[config.mk]
export PLATFORM = sky130hd
export DESIGN_NAME = demux_frame_router
export DESIGN_NICKNAME = d
export VERILOG_FILES = /design/src/rtl/demux_frame_router.sv
export SDC_FILE = /design/constraint.sdc
export NUM_CORES = 1
export LEC_CHECK = 0
export CORE_MARGIN = 3
export CORE_UTILIZATION = 32
export DETAILED_ROUTE_END_ITERATION = 16
export MAX_ROUTING_LAYER = met4
export PLACE_DENSITY = 0.61
export SYNTH_ARGS = -nofsm -noshare
export SYNTH_HDL_FRONTEND = slang
export SYNTH_SLANG_ARGS = --single-unit
[constraint.sdc]
create_clock -name clk -period 4.5 [get_ports clk]
set_clock_uncertainty 0.2 [all_clocks]
set_input_delay 1.125 -clock clk [delete_from_list [all_inputs] [get_ports clk]]
set_output_delay 1.125 -clock clk [all_outputs]
set_load 0.02 [all_outputs]
[src/rtl/demux_frame_router.sv]
// demux_frame_router: deframes a serial stream (start bit, 3-bit channel
// address MSB first, DATA_BITS payload bits) and drives the select and data
// inputs of a 1-to-8 DeMUX so each payload bit reaches only its channel.
module demux_frame_router #(
    parameter int DATA_BITS = 8,   // payload bits per frame, 1..255
    parameter int CNT_W     = 8    // payload counter width, must hold DATA_BITS
) (
    input  logic       clk,
    input  logic       rst_n,
    input  logic       din,
    input  logic       din_valid,
    input  logic       abort,
    output logic [2:0] sel,
    output logic       dout,
    output logic       dout_valid,
    output logic       frame_done,
    output logic       busy,
    output logic [7:0] frame_count
);

    localparam logic [1:0] IDLE = 2'd0;
    localparam logic [1:0] ADDR = 2'd1;
    localparam logic [1:0] DATA = 2'd2;

    // Counter value at which the sampled payload bit is the last one.
    localparam logic [CNT_W-1:0] LAST_BIT = CNT_W'(DATA_BITS - 1);

    logic [1:0]       state;
    logic [2:0]       addr_sr;
    logic [1:0]       addr_cnt;
    logic [CNT_W-1:0] bit_cnt;

    // Framing FSM, address capture, payload steering and frame counting.
    always_ff @(posedge clk or negedge rst_n) begin
        if (!rst_n) begin
            state       <= IDLE;
            busy        <= 1'b0;
            sel         <= 3'd0;
            dout        <= 1'b0;
            dout_valid  <= 1'b0;
            frame_done  <= 1'b0;
            frame_count <= 8'd0;
            addr_sr     <= 3'd0;
            addr_cnt    <= 2'd0;
            bit_cnt     <= '0;
        end else begin
            // NOTE: non-blocking assignments throughout, so every branch below
            // reads the pre-edge register values regardless of statement order.
            // Output strobes default low each cycle; dout is forced to 0 with
            // them so idle DeMUX channels never see a 1.
            dout_valid <= 1'b0;
            dout       <= 1'b0;
            frame_done <= 1'b0;

            if (abort && (state != IDLE)) begin
                // Abort wins over a simultaneous valid bit; sel and
                // frame_count keep their values.
                state    <= IDLE;
                busy     <= 1'b0;
                addr_sr  <= 3'd0;
                addr_cnt <= 2'd0;
                bit_cnt  <= '0;
            end else if (din_valid) begin
                case (state)
                    IDLE: begin
                        if (din) begin
                            state    <= ADDR;
                            busy     <= 1'b1;
                            addr_cnt <= 2'd0;
                        end
                    end
                    ADDR: begin
                        addr_sr  <= {addr_sr[1:0], din};
                        addr_cnt <= addr_cnt + 2'd1;
                        if (addr_cnt == 2'd2) begin
                            // Third address bit: sel updates once per frame
                            // and stays put for the whole payload.
                            sel      <= {addr_sr[1:0], din};
                            state    <= DATA;
                            addr_cnt <= 2'd0;
                            bit_cnt  <= '0;
                        end
                    end
                    DATA: begin
                        dout       <= din;
                        dout_valid <= 1'b1;
                        if (bit_cnt == LAST_BIT) begin
                            frame_done  <= 1'b1;
                            frame_count <= frame_count + 8'd1;
                            state       <= IDLE;
                            busy        <= 1'b0;
                            bit_cnt     <= '0;
                        end else begin
                            bit_cnt <= bit_cnt + CNT_W'(1);
                        end
                    end
                    default: begin
                        state <= IDLE;
                        busy  <= 1'b0;
                    end
                endcase
            end
        end
    end

endmodule

Yosys cells after proc, flatten, opt, wreduce, memory -nomap -nowiden
Index checks and enable logic that the tools add are counted.

word-level totals
  flip-flop bits (word level) = 29
  input port bits = 5
  word-level logic and storage cells = 70

cells by class
  $add $sub $neg = 3
  eq/ne operators = 8
  muxes and demuxes = 34
  bitwise logic cells = 1
  reduce and logical (&&, ||, !) cells = 14

operators by type and width
  cell                 number
  $mux 8               4
  $mux 2               12
  $add 8x1->8 const B  2
  $pmux 8 s2           1
  $reduce_and 4->1     4
  $mux 1               14
  $ne 3x3->1 const B   3
  $eq 8x3->1 const B   1
  $pmux 2 s3           1
  $reduce_and 3->1     2
  $reduce_bool 2->1    3
  $reduce_bool 3->1    2
  $eq 2x2->1 const B   2
  $pmux 2 s2           1
  $pmux 1 s3           1
  $add 2x1->2 const B  1
  $eq 2x1->1 const B   1
  $logic_not 2->1      1
  $ne 2x2->1 const B   1
  $reduce_and 2->1     1
  $logic_and 1x1->1    1
  $not 1->1            1

Longest topological paths before layout
Gate-level depths: netlist (run 1).

  depth after elaboration = 5
  mapped depth = 6

Worst setup path before layout (run 1)
OpenSTA, ideal clock, no wires.

  kind = input-to-reg
  start = in abort
  end = reg bit_cnt[0]
  data arrival time = 2,064 ps
  slack = 2,112 ps
  cell stages on the path = 4
  path buffers = 1
  cell sequence = clkbuf_1 > o31ai_2 > nor2_1 > mux2_2

on the way
  cells in the longest elaborated chain, start to end = 3

RTL lines
  item                                                line  text
  start, declared                                     12    input logic abort,
  $logic_and 1x1->1 (*)                               55    if (abort && (state != IDLE)) begin
  $ne 3x3->1 (no line), or another cell as far along  --
  $reduce_and 3->1 (no line)                          --
  end signal, assigned                                94    bit_cnt <= bit_cnt + CNT_W'(1);
  end, declared                                       31    logic [CNT_W-1:0] bit_cnt;

Mark *: on every way between the ends. The rest lies on a longest branch, timed or not.
A chain may end at the register's enable or synchronous reset.

Worst setup path after layout (run 1)
  start = in abort
  end = reg frame_count[1]

on the way
  cells in the longest elaborated chain, start to end = 3

RTL lines
  item                        line  text
  $logic_and 1x1->1           55
  $not 1->1 (no line)         --
  $reduce_and 4->1 (no line)  --
  end signal, assigned        89    frame_count <= frame_count + 8'd1;
  end, declared               18    output logic [7:0] frame_count

No other way between the ends.

==> results of run 1 <==
flip-flops by register name, indices dropped and copies added, names as in the netlist:
name and flops:
bit_cnt 8, frame_count 8, sel 3, addr_cnt 2, addr_sr 2, state 2
busy 1, dout 1, dout_valid 1, frame_done 1
stage by stage:
stage	hold WS (ns)	power [W]	area, um^2	util [%]	setup WS, ns
6_report	0.273	0.000677	1720	41.9	1.58
5_1_grt	0.331	0.000720	1720	41.9	1.49
4_1_cts	0.279	0.000690	1720	41.9	1.59
3_5_place_dp	0.270	0.000474	1640	39.8	1.30
3_3_place_gp	0.263	0.000467	1640	39.8	1.34
2_1_floorplan	0.260	0.000418	1390	-	2.11
power breakdown:
part	internal, W	switching, W
Sequential	0.000288	0.0000316
Combinational	0.0000710	0.0000766
Clock	0.000121	0.0000891
Total	0.000480	0.000197
layout make-up:
type,count,area (um^2),share of cell area (%)
clock buffer,7,86.3,5.01
inverter,2,7.51,0.436
multi-input combinational,92,643,37.3
sequential,29,726,42.1
tap,50,62.6,3.63
timing repair buffer,20,198,11.5
logic make-up after synthesis:
family,after synthesis,synth area share (%)
flip-flops,29,52.1
XOR/XNOR,8,5.03
AO/OA/AOI/OAI,31,14.8
buffers and inverters,6,1.80
adder cells (fa/ha/maj),2,1.80
multiplexers,6,4.85
AND/OR/NAND/NOR,45,19.7
cell usage after synthesis, types with 2 or more instances:
cell / n / area share [%]
nand4_1: 3 / 1.3
dfrtp_1: 29 / 52
or3_1: 3 / 1.3
mux2_2: 6 / 4.8
a21bo_2: 2 / 1.4
o22ai_1: 2 / 0.90
nor3b_1: 2 / 1.1
clkbuf_1: 2 / 0.54
a21oi_1: 10 / 3.6
o21ai_0: 8 / 2.9
ha_1: 2 / 1.8
xnor2_1: 6 / 3.8
buf_2: 2 / 0.72
nor2b_1: 5 / 2.2
and3_1: 3 / 1.3
o31ai_2: 2 / 1.8
nor4b_1: 2 / 1.3
nand2_1: 9 / 2.4
xor2_1: 2 / 1.3
inv_1: 2 / 0.54
nand3_1: 6 / 2.2
nor2_1: 3 / 0.81
layer usage:
layer / GRT usage (%) / up-vias
met2: 20.1 / 34
met1: 14.3 / 529
met3: 5.26 / 5
li1: - / 510
met5: - / -
met4: 3.76 / 0
worst max-delay path, stage by stage:
cell,delay [ns]
clkdlybuf4s50_1,0.62
and4bb_2,0.42
and3_1,0.34
mux2_2,0.37
worst paths after layout:
path / to / cells past startpoint / startpoint
worst max-delay path: frame_count[1] / 4 / abort
worst min-delay path: frame_count[7] / 1 / frame_count[7]
worst max register to register: frame_count[1] / 4 / bit_cnt[1]
worst min register to register: frame_count[7] / 1 / frame_count[7]
max in group asynchronous: sel[0] / 2 / rst_n
min in group asynchronous: bit_cnt[5] / 2 / rst_n
==> summary.md, run 1 <==
| Metric | Value |
|---|---|
| Most common cell after layout, fill and taps aside | `dfrtp_1` |
| Max-slew violations | `0` |
| Worst EP arrival | `2.88 ns` |
| WL met1 | `around 1.2 mm` |
| Rel. slew slack | `66.4%` |
| Status | `completed` |
| # rows | `23` |
| Synth Flop Type | `dfrtp_1` |
| Hold Path Class | `register to register` |
| Syn_area_per_cell | `11.0 um^2` |
| TritonCTS clock tree | `built` |
| DR vias | `1078` |
| Highest metal used | `met4` |
| Critical Path RT | `4.47 ns` |
| Cells after synthesis | `between 100 and 150` |
| Worst setup SP type | `input port` |
| WL per Instance | `between 10 and 15 um` |
| Number of setup buffers added after CTS | `0` |
| Post-synth EDFFs | `0` |
| CTS clk-pin slew, worst paths | `around 0.060 ns` |
| CORE AREA | `4120 um^2` |
| Critical path class | `input port to register` |
| Initial antenna violation count | `0` |
| PD cells | `393 nW/um^2` |
| Final WL | `approximately 2.8 mm` |
| Final Cycle Share | `64.8%` |
| Die Wd | `72 um` |
| Total negative slack | `0 ns` |
| Synth Cell Area | `1390 um^2` |
| RSZ-0062 raised after global routing | `no` |
| TritonRoute pass-1 iters | `4` |
| Share of layout cells above drive strength 1 | `approximately an eighth` |
| Most frequent cells in the layout | `dfrtp_1 (29), clkdlybuf4s50_1 (19), a21oi_1 (10)` |
| Dpl cells | `193` |
| Post-CTS Resized | `0` |
| Hold_buf cts | `0` |
| Worst VDD drop | `269 uV` |
| Clk sinks | `29` |
| CP Capture Type | `register` |
| Via-to-Cell Ratio | `5.39` |
| F_max | `343 MHz` |
| Largest net degree at the start of global routing | `30` |
| Antenna diode count | `0` |
| Met2 wire len | `~1.4 mm` |
| DRT antenna net count | `0` |
| CTS max path bufs | `2` |
| Final Setup Violations | `0` |
| CP Max Fanout | `12` |
| Fin cells | `200` |
| Post-synthesis async set-or-reset flop share | `100%` |
| Initial Util | `33.9%` |
| Ports | `20` |
| Vert. Die Dim | `approximately 72 um` |
| Routed wl met3 | `181 um` |
| Cts bufs inserted | `5` |
| Starting DRT DRC Count | `72` |
| Cell variety after synth | `38` |
| Hold Vio Cnt, Final | `0` |
| DRC | `0` |
| Actual slew at the worst max-slew pin | `around 0.5 ns` |
| Synthesized flop and latch total | `29` |
| Number of max-cap violations | `0` |
| Fin crit period | `just under 3 ns` |
| Vias in the first global route | `1075` |
| Post-synthesis sequential area ratio | `between 50% and 60%` |
| Synth Warn # | `0` |
| GP Congestion | `a little over 0.8` |
| Htree depth | `2` |
| Synthesis-to-finish area growth | `23.6%` |
| Clock Latency Late Sink | `0.28 ns` |
| Leak pwr | `0.750 nW` |
| Root Buffer | `clkbuf_8` |
| First-pass GRT wire length | `4.89 mm` |
| Die area | `5180 um^2` |
| Total global routing track utilization | `12.5%` |
| Nets | `between 150 and 200` |
| Net Count, Synth | `around 130` |
| Fillers | `394` |
| GRT overflow | `0` |
| Port Buffer Count | `19` |
| R2r setup slk | `2.42 ns` |
(Power assumes the default switching activity.)
==> run 2, diff against run 1 <==
--- a/config.mk
+++ b/config.mk
@@ -9,7 +9,7 @@
 export CORE_UTILIZATION = 32
 export DETAILED_ROUTE_END_ITERATION = 16
 export MAX_ROUTING_LAYER = met4
-export PLACE_DENSITY = 0.61
+export PLACE_DENSITY = 0.63
 export SYNTH_ARGS = -nofsm -noshare
 export SYNTH_HDL_FRONTEND = slang
 export SYNTH_SLANG_ARGS = --single-unit
==> constraint.sdc (replaced) <==
create_clock -name clk -period 2.5 [get_ports clk]
set_clock_uncertainty 0.2 [all_clocks]
set_input_delay 0.625 -clock clk [delete_from_list [all_inputs] [get_ports clk]]
set_output_delay 0.625 -clock clk [all_outputs]
set_load 0.02 [all_outputs]
==> run 2 against run 1 <==
Net effect:
- sequential share of layout area fell by 1.8 points
- routed wire length is 5.6% higher
- largest power group unchanged
- critical path depth rose by 1
==> summary.md, run 2 (same netlist as run 1, synthesis figures left out) <==
| Metric | Value |
|---|---|
| Status | `completed` |
| Port Buffer Count | `19 (unchanged)` |
| Initial antenna violation count | `0 (unchanged)` |
| Flip-flop and latch area | `726 um^2 (unchanged)` |
| RSZ-0062 raised after global routing | `no` |
| CTS clk-pin slew, worst paths | `0.06 ns (about the same)` |
| Critical path class | `input port to register` |
| Most frequent cells in the layout | `dfrtp_1 (29), clkdlybuf4s50_1 (19), a21oi_1 (10)` |
| TritonRoute pass-1 iters | `4 (unchanged)` |
| TritonCTS clock tree | `built` |
| R2r setup slk | `0.50 ns (-1.92 ns)` |
| First-pass GRT wire length | `5.01 mm (+2.4%)` |
| Final Cycle Share | `87.4%` |
| PD cells | `715 nW/um^2 (+82%)` |
| Via-to-Cell Ratio | `5.36 (-0.49%)` |
| Slowest cell on crit path | `clkdlybuf4s50_1` |
| Total negative slack | `0 ns (unchanged)` |
| Actual slew at the worst max-slew pin | `0.495 ns (-0.00630 ns)` |
| CTS max path bufs | `2 (unchanged)` |
| Post-CTS Resized | `0 (unchanged)` |
| DR vias | `1121 (+4.0%)` |
| Clk sinks | `29 (unchanged)` |
| Share of layout cells above drive strength 1 | `18.9% (+5.5 points)` |
| Delay-heaviest family, CP | `simple AND/OR/NAND/NOR gates` |
| F_max | `458 MHz` |
| Leak pwr | `0.800 nW (+6.7%)` |
| Htree depth | `2 (unchanged)` |
| Biggest regs | `bit_cnt (8), frame_count (8), sel (3)` |
| Synthesis-to-finish area growth | `29.0%` |
| Placed cell area | `1700 um^2 (+3.7%)` |
| Number of max-cap violations | `0 (unchanged)` |
| GRT overflow | `0 (unchanged)` |
| Critical Path RT | `2.50 ns (-1.97 ns)` |
| Hold_buf cts | `0 (unchanged)` |
| Worst VDD drop | `374 uV (+39%)` |
| Vert. Die Dim | `72 um (unchanged)` |
| Max-slew violations | `0 (unchanged)` |
| CP Max Fanout | `4 (-8)` |
| Total global routing track utilization | `12.9% (+0.43 points)` |
| Clock Latency Late Sink | `0.28 ns (about the same)` |
| CP Capture Type | `register` |
| Root Buffer | `clkbuf_8` |
| HPWL Detailed | `approximately 2.2 mm` |
| Final WL | `2.98 mm (+5.6%)` |
| Fin area | `1800 um^2 (+4.4%)` |
| Largest net degree at the start of global routing | `30 (unchanged)` |
| Die area | `5180 um^2 (unchanged)` |
| CORE AREA | `4120 um^2 (unchanged)` |
| Fin crit period | `between 2 and 2.5 ns` |
| Vias in the first global route | `1121 (+4.3%)` |
| Most common cell after layout, fill and taps aside | `dfrtp_1` |
| Number of setup buffers added after CTS | `0 (unchanged)` |
| Cts bufs inserted | `5 (unchanged)` |
| CP peak stage delay | `0.54 ns (-0.08 ns)` |
| Antenna diode count | `0 (unchanged)` |
| Crit path cell chain | `clkdlybuf4s50_1 > and4bb_4 > o31ai_2 > or4_1 > a21oi_1` |
| Worst setup SP type | `input port` |
| DRT antenna net count | `0 (unchanged)` |
| Initial Util | `33.9% (unchanged)` |
| Nets | `165 (+5.1%)` |
| # rows | `23 (unchanged)` |
| Ports | `20 (unchanged)` |
| Hold Vio Cnt, Final | `0 (unchanged)` |
| Rel. slew slack | `67.0% (+0.62 points)` |
| GP Congestion | `0.856 (+5.5%)` |
| Worst EP arrival | `2.19 ns (-0.69 ns)` |
| WL per Instance | `14.3 um (+1.0%)` |
| Post-layout util | `43.7% (+1.8 points)` |
| Fillers | `402 (+2.0%)` |
| Final Power | `0.00129 W (+90%)` |
| Hold Path Class | `register to register` |
| Starting DRT DRC Count | `60 (-17%)` |
| Die Wd | `72 um (unchanged)` |
| Buf/Inv on CP | `1 (unchanged)` |
| DRC | `0 (unchanged)` |
| Final Setup Violations | `0 (unchanged)` |
| Area of the multi-input gates | `643 um^2 (unchanged)` |
[run 2: cell types whose count changed in the layout (fill, tap and decap cells not counted), sizes merged]
| cell | change |
|---|---|
| clkinv | +1 |
| buf | +8 |
[run 2: per-layer routing]
metal  global-route usage (%)  routed length (um)
met1                     13.8                1300
met2                     21.4                1480
met3                     5.26                 147
met4                     5.01                  48
met5                        -                   0
[run 2: where the power goes]
part	internal, W	switching [W]
combinational	0.000141	0.000139
sequential	0.000519	0.0000616
clock	0.000248	0.000177
total	0.000908	0.000377
[run 2: worst paths after layout]
| check | startpoint | to | depth (start not counted) |
|---|---|---|---|
| min reg2reg | frame_count[7] | frame_count[7] | 1 |
| min in group asynchronous | rst_n | frame_count[5] | 2 |
| max in group asynchronous | rst_n | addr_sr[0] | 2 |
| min | frame_count[7] | frame_count[7] | 1 |
| max | din_valid | bit_cnt[7] | 5 |
| max reg2reg | state[1] | bit_cnt[7] | 4 |
[run 2: worst register-to-register path, stage by stage (launching register included)]
cell and delay (ns):
dfrtp_1 0.56, and4bb_4 0.43, o31ai_2 0.07, or4_1 0.51
a21oi_1 0.16
[run 2: cell type report]
| cell class | count | share of cell area (%) |
|---|---|---|
| Timing Repair Buffer | 28 | 14.3 |
| Inverter | 2 | 0.418 |
| Clock buffer | 7 | 5.36 |
| Clock inverter | 1 | 0.278 |
| Multi-Input combinational cell | 92 | 35.8 |
| Tap cell | 50 | 3.48 |
| Sequential cell | 29 | 40.4 |
[run 2: metrics by stage]
step | setup WS (ns) | std cells | hold slack [ns]
2_1_floorplan | 0.612 | 127 | 0.129
3_3_place_gp | 0.0900 | 201 | 0.261
3_5_place_dp | 0.0669 | 201 | 0.284
4_1_cts | 0.312 | 209 | 0.293
5_1_grt | 0.257 | 209 | 0.304
6_report | 0.315 | 209 | 0.283
==> run 3, diff against run 2 <==
--- a/config.mk
+++ b/config.mk
@@ -8,8 +8,10 @@
 export CORE_MARGIN = 3
 export CORE_UTILIZATION = 32
 export DETAILED_ROUTE_END_ITERATION = 16
+export HOLD_SLACK_MARGIN = 0.06
 export MAX_ROUTING_LAYER = met4
 export PLACE_DENSITY = 0.63
+export SKIP_CTS_REPAIR_TIMING = 1
 export SYNTH_ARGS = -nofsm -noshare
 export SYNTH_HDL_FRONTEND = slang
 export SYNTH_SLANG_ARGS = --single-unit
==> results of run 3 <==
Final layout, timing and power as in run 2 (identical DEF).
